`config.mk`:
```
export PLATFORM = sky130hd
export DESIGN_NAME = intt_4_seq
export DESIGN_NICKNAME = d
export VERILOG_FILES = /design/src/rtl/ntt_pkg.sv /design/src/rtl/intt_bf.sv /design/src/rtl/intt_4_seq.sv
export SDC_FILE = /design/constraint.sdc
export NUM_CORES = 1
export LEC_CHECK = 0
export CAP_MARGIN = 5
export CELL_PAD_IN_SITES_DETAIL_PLACEMENT = 1
export CELL_PAD_IN_SITES_GLOBAL_PLACEMENT = 1
export CORE_MARGIN = 2
export CORE_UTILIZATION = 42
export CTS_BUF_LIST = sky130_fd_sc_hd__clkbuf_4 sky130_fd_sc_hd__clkbuf_8
export CTS_CLUSTER_DIAMETER = 200
export DETAILED_ROUTE_END_ITERATION = 6
export GPL_ROUTABILITY_DRIVEN = 0
export MAX_ROUTING_LAYER = met4
export PLACE_DENSITY_LB_ADDON = 0.05
export REMOVE_ABC_BUFFERS = 1
export SYNTH_ARGS = -nofsm -noshare
export SYNTH_HDL_FRONTEND = slang
export SYNTH_SLANG_ARGS = --single-unit
```
`constraint.sdc`:
```
create_clock -name clk -period 10.6 [get_ports clk]
set_input_delay 2.12 -clock clk [delete_from_list [all_inputs] [get_ports clk]]
set_output_delay 2.12 -clock clk [all_outputs]
set_load 0.005 [all_outputs]
```
`src/rtl/ntt_pkg.sv`:
```
// Shared constants, state encoding and mod-257 reduction for the NTT datapath.
// The twiddle constants and the fold below are only valid for q = 257.
package ntt_pkg;

   localparam int Q    = 257;
   localparam int NPTS = 4;
   localparam int W    = 9;

   localparam logic [W-1:0] INV_PSI        = 9'd253;
   localparam logic [W-1:0] INV_PSI3       = 9'd193;
   localparam logic [W-1:0] N_INV          = 9'd193;
   localparam logic [W-1:0] INV_PSI2_N_INV = 9'd4;

   typedef enum logic [2:0] {
      IDLE = 3'd0,
      BF0  = 3'd1,
      BF1  = 3'd2,
      BF2  = 3'd3,
      BF3  = 3'd4,
      DONE = 3'd5
   } intt_state_t;

   // 2^8 == -1 (mod 257), so p = h*2^16 + m*2^8 + l folds to l - m + h.
   // The folded value lies in -255..258 and needs one correction either way.
   function automatic logic [W-1:0] mod_q_fold(input logic [2*W-1:0] p);
      logic signed [W+1:0] t;
      t = $signed({3'b000, p[7:0]}) - $signed({3'b000, p[15:8]})
        + $signed({9'b0_0000_0000, p[17:16]});
      if (t < 0) begin
         t = t + 11'sd257;
      end else if (t >= 11'sd257) begin
         t = t - 11'sd257;
      end
      return W'(t);
   endfunction

endpackage

```
`src/rtl/intt_bf.sv`:
```
// Gentleman-Sande butterfly over Z_257: s = (x+y)*c0, d = (x-y)*c1, both canonical.
// Purely combinational so it can be time-shared by any INTT size.
module intt_bf
   import ntt_pkg::*;
(
   input  logic [W-1:0] x,
   input  logic [W-1:0] y,
   input  logic [W-1:0] c0,
   input  logic [W-1:0] c1,
   output logic [W-1:0] s,
   output logic [W-1:0] d
);

   localparam logic [W:0] Q_X = (W+1)'(Q);

   logic [W:0]     sum_raw;
   logic [W:0]     dif_raw;
   logic [W:0]     sum_c;
   logic [W:0]     dif_c;
   logic [2*W-1:0] prod_s;
   logic [2*W-1:0] prod_d;

   always_comb begin
      sum_raw = {1'b0, x} + {1'b0, y};
      // Bias by q so the difference never goes negative.
      dif_raw = {1'b0, x} + Q_X - {1'b0, y};
      sum_c   = (sum_raw >= Q_X) ? sum_raw - Q_X : sum_raw;
      dif_c   = (dif_raw >= Q_X) ? dif_raw - Q_X : dif_raw;
      prod_s  = {{W{1'b0}}, W'(sum_c)} * {{W{1'b0}}, c0};
      prod_d  = {{W{1'b0}}, W'(dif_c)} * {{W{1'b0}}, c1};
      s       = mod_q_fold(prod_s);
      d       = mod_q_fold(prod_d);
   end

endmodule

```
`src/rtl/intt_4_seq.sv`:
```
// Sequential 4-point inverse NTT mod 257, one shared GS butterfly over four cycles.
//
//   state | meaning
//   IDLE  | in_ready=1, capture and canonicalise an on in_valid
//   BF0   | (r0,r1) with c0=1,     c1=psi^-1
//   BF1   | (r2,r3) with c0=1,     c1=psi^-3
//   BF2   | (r0,r2) with c0=n^-1,  c1=psi^-2*n^-1
//   BF3   | (r1,r3) with c0=n^-1,  c1=psi^-2*n^-1
//   DONE  | out_valid=1, a held until out_ready
module intt_4_seq #(
   parameter int N = 9,
   parameter int Q = 257
) (
   input  logic           clk,
   input  logic           rst,
   input  logic [4*N-1:0] an,
   input  logic           in_valid,
   output logic           in_ready,
   output logic [4*N-1:0] a,
   output logic           out_valid,
   input  logic           out_ready
);
   import ntt_pkg::*;

   localparam logic [N-1:0] Q_N = N'(Q);

   intt_state_t  state;
   intt_state_t  state_nxt;
   logic [N-1:0] r [NPTS];

   logic [N-1:0] bf_x;
   logic [N-1:0] bf_y;
   logic [N-1:0] bf_c0;
   logic [N-1:0] bf_c1;
   logic [N-1:0] bf_s;
   logic [N-1:0] bf_d;

   function automatic logic [N-1:0] canon(input logic [N-1:0] c);
      return (c >= Q_N) ? c - Q_N : c;
   endfunction

   intt_bf u_bf (
      .x  (bf_x),
      .y  (bf_y),
      .c0 (bf_c0),
      .c1 (bf_c1),
      .s  (bf_s),
      .d  (bf_d)
   );

   always_ff @(posedge clk) begin
      if (rst) begin
         state <= IDLE;
         for (int i = 0; i < NPTS; i++) r[i] <= '0;
      end else begin
         state <= state_nxt;
         case (state)
            IDLE: begin
               if (in_valid) begin
                  for (int i = 0; i < NPTS; i++) r[i] <= canon(an[N*i +: N]);
               end
            end
            BF0: begin
               r[0] <= bf_s;
               r[1] <= bf_d;
            end
            BF1: begin
               r[2] <= bf_s;
               r[3] <= bf_d;
            end
            BF2: begin
               r[0] <= bf_s;
               r[2] <= bf_d;
            end
            BF3: begin
               r[1] <= bf_s;
               r[3] <= bf_d;
            end
            default: ;
         endcase
      end
   end

   always_comb begin
      state_nxt = state;
      bf_x      = r[0];
      bf_y      = r[1];
      bf_c0     = N'(1);
      bf_c1     = INV_PSI;
      case (state)
         IDLE: if (in_valid) state_nxt = BF0;
         BF0:  state_nxt = BF1;
         BF1: begin
            bf_x      = r[2];
            bf_y      = r[3];
            bf_c1     = INV_PSI3;
            state_nxt = BF2;
         end
         BF2: begin
            bf_x      = r[0];
            bf_y      = r[2];
            bf_c0     = N_INV;
            bf_c1     = INV_PSI2_N_INV;
            state_nxt = BF3;
         end
         BF3: begin
            bf_x      = r[1];
            bf_y      = r[3];
            bf_c0     = N_INV;
            bf_c1     = INV_PSI2_N_INV;
            state_nxt = DONE;
         end
         DONE: if (out_ready) state_nxt = IDLE;
         default: state_nxt = IDLE;
      endcase
   end

   assign in_ready  = (state == IDLE);
   assign out_valid = (state == DONE);
   assign a         = {r[3], r[2], r[1], r[0]};

endmodule

```
# Word-level counts from Yosys, hierarchy flattened
# Memory sizes are Yosys's and may differ from the RTL's.
# Cells that the tools add are included.
classes:
  addsub: 17
  mul: 2
  n_div: 0
  magnitude_cmp: 10
  eq_ne: 7
  shift: 0
  n_mux: 47
  bitwise_logic: 12
  reduce_logical: 4
op_table:
  columns: ["cell", "count"]
  rows:
  - ["$mux 9", 22]
  - ["$sub 9x9->9 const B", 8]
  - ["$ge 9x9->1 const B", 4]
  - ["$pmux 9 s2", 2]
  - ["$mul 9x8->17", 2]
  - ["$ge 11x10->1 const B", 2]
  - ["$lt 11x1->1 const B", 2]
  - ["$add 9x2->10", 2]
  - ["$ge 10x9->1 const B", 2]
  - ["$add 9x9->9 const B", 2]
  - ["$mux 1", 18]
  - ["$pmux 3 s6", 1]
  - ["$sub 8x8->9", 2]
  - ["$pmux 8 s2", 1]
  - ["$or 1x1->1", 12]
  - ["$add 9x9->10", 1]
  - ["$add 9x9->10 const B", 1]
  - ["$sub 10x9->10", 1]
  - ["$mux 8", 1]
  - ["$eq 3x2->1 const B", 2]
  - ["$eq 3x3->1 const B", 2]
  - ["$mux 3", 2]
  - ["$reduce_or 2->1", 2]
  - ["$eq 3x1->1 const B", 1]
  - ["other kinds (4)", 4]
totals:
  ff_bits: 3
  latchBits: 0
  mem_bits_rw: 36
  mem_bits_ro: 0
  in_bits: 40
  elab_cells: 101
  mem_count: 1
mem_list:
  columns: ["name", "words", "width", "rd", "rd_clocked_by_memory_dff", "write_ports", "line_no", "text"]
  rows:
  - ["r", 4, 9, 4, 0, 4, "intt_4_seq.sv:29", "logic [N-1:0] r [NPTS];"]

# Logic depth before layout (Yosys ltp)
logic_depth:
  depth_word: 14
  depth_mapped: 50
  depth_no_buf: 48

# Modules after synthesis
# From an unflattened synthesis, not the netlist that was laid out.
unflattened:
  cells_unflattened: 1739
  area_unflattened_um2: 13450.4
by_module_without_submodules:
  columns: ["module", "n_inst", "cells_each", "area_per_inst_um2"]
  rows:
  - ["intt_bf", 1, 1258, 9769.4]
  - ["intt_4_seq", 1, 481, 3681.0]

# Worst setup path after synthesis
# No wires, ideal clock.
synth_timing:
  path_kind: "register to register"
  start: "register state[1]"
  end: "memory r[1][6], data pin"
  setup_ns: 0.261
  arrival_time_ns: 10.606
  slack_ns: -0.267
  path_stages_with_launch: 47
  n_path_buf: 4
  synth_period_minus_slack_ns: 10.867
  cell_sequence: "dfxtp_1 > clkbuf_1 > nor2_1 > nor2_1 > nor2_1 > a22o_1 > a21o_1 > ha_1 > ha_1 > fa_1 > a21o_1 > a21oi_1 > nand2b_1 > a21oi_1 > a211o_1 > nand4_1 > a21bo_2 > clkbuf_1 > (+11 left out) > a21oi_1 > nand2b_1 > a21boi_0 > nor2_1 > xor2_1 > ha_1 > buf_6 > or2_2 > o31a_4 > xnor2_2 > or3_1 > buf_2 > or3_4 > a32o_1 > a211oi_4 > o31ai_2 > xor2_1 > a221o_1"
synth_rtl:
  columns: ["element", "line_no", "text"]
  rows:
  - ["from (decl)", "intt_4_seq.sv:27", "intt_state_t state;"]
  - ["from (signal assigned)", "intt_4_seq.sv:56", "state <= state_nxt;"]
  - ["to (decl)", "intt_4_seq.sv:29", null]

==> results.toml <==
[placed_design]
dp_slack_ps = -366
dp.final_hpwl_um = 24600
io_buffers = 77
dp.cells = 1447

[cts]
clock_latency_ps = 290
cts_buffer_depth = 2
cts_made_buffers = 5
cts_hold_buf = 0
cts.htree.levels = 2
cts_tree = "built"
cts.root.buffer_cell = "clkbuf_8"
clk_pin_slew_ps = 70
clock_sinks = 39

[yosys]
ys.warnings.count = 0
yosysSeqAreaShare = 0.127
yosys.area_share.xor_xnor = 0.112
yosysUniqueCellTypes = 82
synth_flop_cell = "edfxtp_1"
synthMostInstantiatedCell = "ha_1"
postSynthCellCount = 1089
synthArstFlopShare = 0
synth-seq-cells = 39
synth_edf_count = 36
synth_top_family_by_area = "adder cells"
synth_area_mm2 = 0.00896
netlist_top_cells_count = "ha_1, inv_1, nor2_1"
synth_compound_area_frac = 0.222
yosysTopAreaCellShare = 0.207
synth_top_cell_by_area = "ha_1"
avgSynthCellArea_um2 = 8.23
synthAdderAreaFrac = 0.289
synthSimpleGateAreaFrac = 0.182
muxShareOfSynthArea = 0.0116
synth_area_leaders = "ha_1, edfxtp_1, fa_1"

[drt]
wire_per_inst_um = 20.2
routed_wl_um = 30000
dr.first_iter.drc_count = 380
post-route-drc-count = 0
drtAntennaViolNets = 0
num_vias = 8690
drt_first_pass_iters = 5
route.detailed.vias_per_inst = 5.87

[critical_path]
critPathCaptureType = "flop"
cpPeakStageDelay_ps = 560
path_common_cell = "fa_1"
cp-start-kind = "flop"
cp_data_arrival_time_ps = 10410
cp_max_fo = 5
timing_worst_setup_path_type = "reg -> reg"
crit_family = "adder cells"
reg2reg_slack_ps = 220
cp_slowest_cell = "fa_1"
critPathRequiredTime_ps = 10630
critPathBufInv = 6

[floorplan]
start_util = 0.428
fp-row-count = 53
chipHeight_um = 150
die_area_mm2 = 0.0225
coreArea_mm2 = 0.0210
die_width_um = 150
num_io_pins = 78

[timing]
min_period_over_period = 0.979
finalSetupViolCount = 0
hold_viol_final = 0
relSlewSlack = 0.348
fmax_mhz = 96.3
worstMarginPinSlew_ps = 966
fin_crit_ps = 10380
fin_skew_ps = 5.40
setup_tns_ps = 0
maxSlewViolCount = 0
fin_ws_ps = 221

[finish]
final_nets = 1428
multi_input_area_mm2 = 0.00786
drive_above_1_share = 0.148
fin_cells = 1480
regArea_mm2 = 0.00115
fill_cells = 2505
area_delta_synth_final_pct = 23.2

[flow_run]
drv_cap = 0

[global_routing]
antenna_found_initial = 1
grt_overflow = 0
grt_usage = 0.262
grt_first_pass_wirelength_um = 45700
grt_pass1_vias = 8607
grt_max_degree = 26

[outcome]
status = "complete, no violations"

[min_path]
hold_class = "reg -> reg"
[cell families after synthesis]
| kind of cell | count (synthesis) |
|---|---|
| AOI/OAI and AO/OA | 281 |
| xor gates and xnor gates | 113 |
| adders and majority gates | 185 |
| buffers and inverters | 129 |
| DFF | 39 |
| muxes | 10 |
| and+or+nand+nor | 332 |
[metal layers]
| layer | global-route usage | vias up | share of wire |
|---|---|---|---|
| li1 | - | 4193 | - |
| met1 | 0.370 | 4256 | 0.48 |
| met2 | 0.414 | 193 | 0.47 |
| met3 | 0.0161 | 48 | 0.032 |
| met4 | 0.0604 | 0 | 0.022 |
| met5 | - | - | 0 |
[final timing paths]
check | from | to | cells past startpoint
min reg2reg | state[1] | state[2] | 4
min | state[1] | state[2] | 4
max reg2reg | state[2] | r[1][2] | 43
max | state[2] | r[1][2] | 43
[cells in the final DEF, fill, tap and decap left out, types with 8 or more instances in the layout]
cell type          n
a22oi_1           11
xor2_1            34
nand4_1           10
o21bai_1           8
and2_1             8
a21oi_2           10
or3_1             10
o22ai_1           25
nand2_1           70
and3_1            12
xnor2_2           15
nor3_1            38
clkdlybuf4s50_1   77
inv_1             98
ha_1             140
o221ai_1           8
o21ai_1           12
o21ai_0           37
a22o_1            16
nor2_1            86
or2_2             11
a21o_1            23
fa_1              36
nand2b_1          12
buf_4             53
xnor2_1           59
a21oi_1           36
edfxtp_1          36
nand3_1           21
[flip-flops by register name, summed over array words and instances, names as in the netlist]
name / cells
r: 36
state: 3
[cell type report]
class,instances,area share
antenna,1,0.000227
clock buffer,7,0.00816
clock inverter,1,0.000453
inverter,100,0.0340
multi-input combinational,923,0.712
sequential,39,0.104
tap,275,0.0312
timing repair buffer,134,0.110
[through the flow]
| step | cell area, µm² | utilization | hold WS, ps |
|---|---|---|---|
| finish | 11000 | 0.527 | 801 |
| detailed placement | 10200 | 0.488 | 793 |
| global placement | 10200 | 0.488 | 742 |
| CTS | 10400 | 0.496 | 811 |
| floorplan | 8840 | - | 694 |
| global route | 11000 | 0.527 | 832 |
[repair_timing]
action / CTS / global route
setup endpoints to repair: 27 / 36
cloned: 1 / 1
resized for setup: 13 / 105
pin swaps: 5 / 48
setup buffers: 2 / 20
[worst min-delay path: stages (launching register included)]
cell	delay, ps
dfxtp_4	380
nor2_4	50
buf_4	170
nand2_1	60
a21oi_1	80
Power is not shown: default switching activity piles up to over one toggle a cycle in this logic, so the estimate is an artifact.
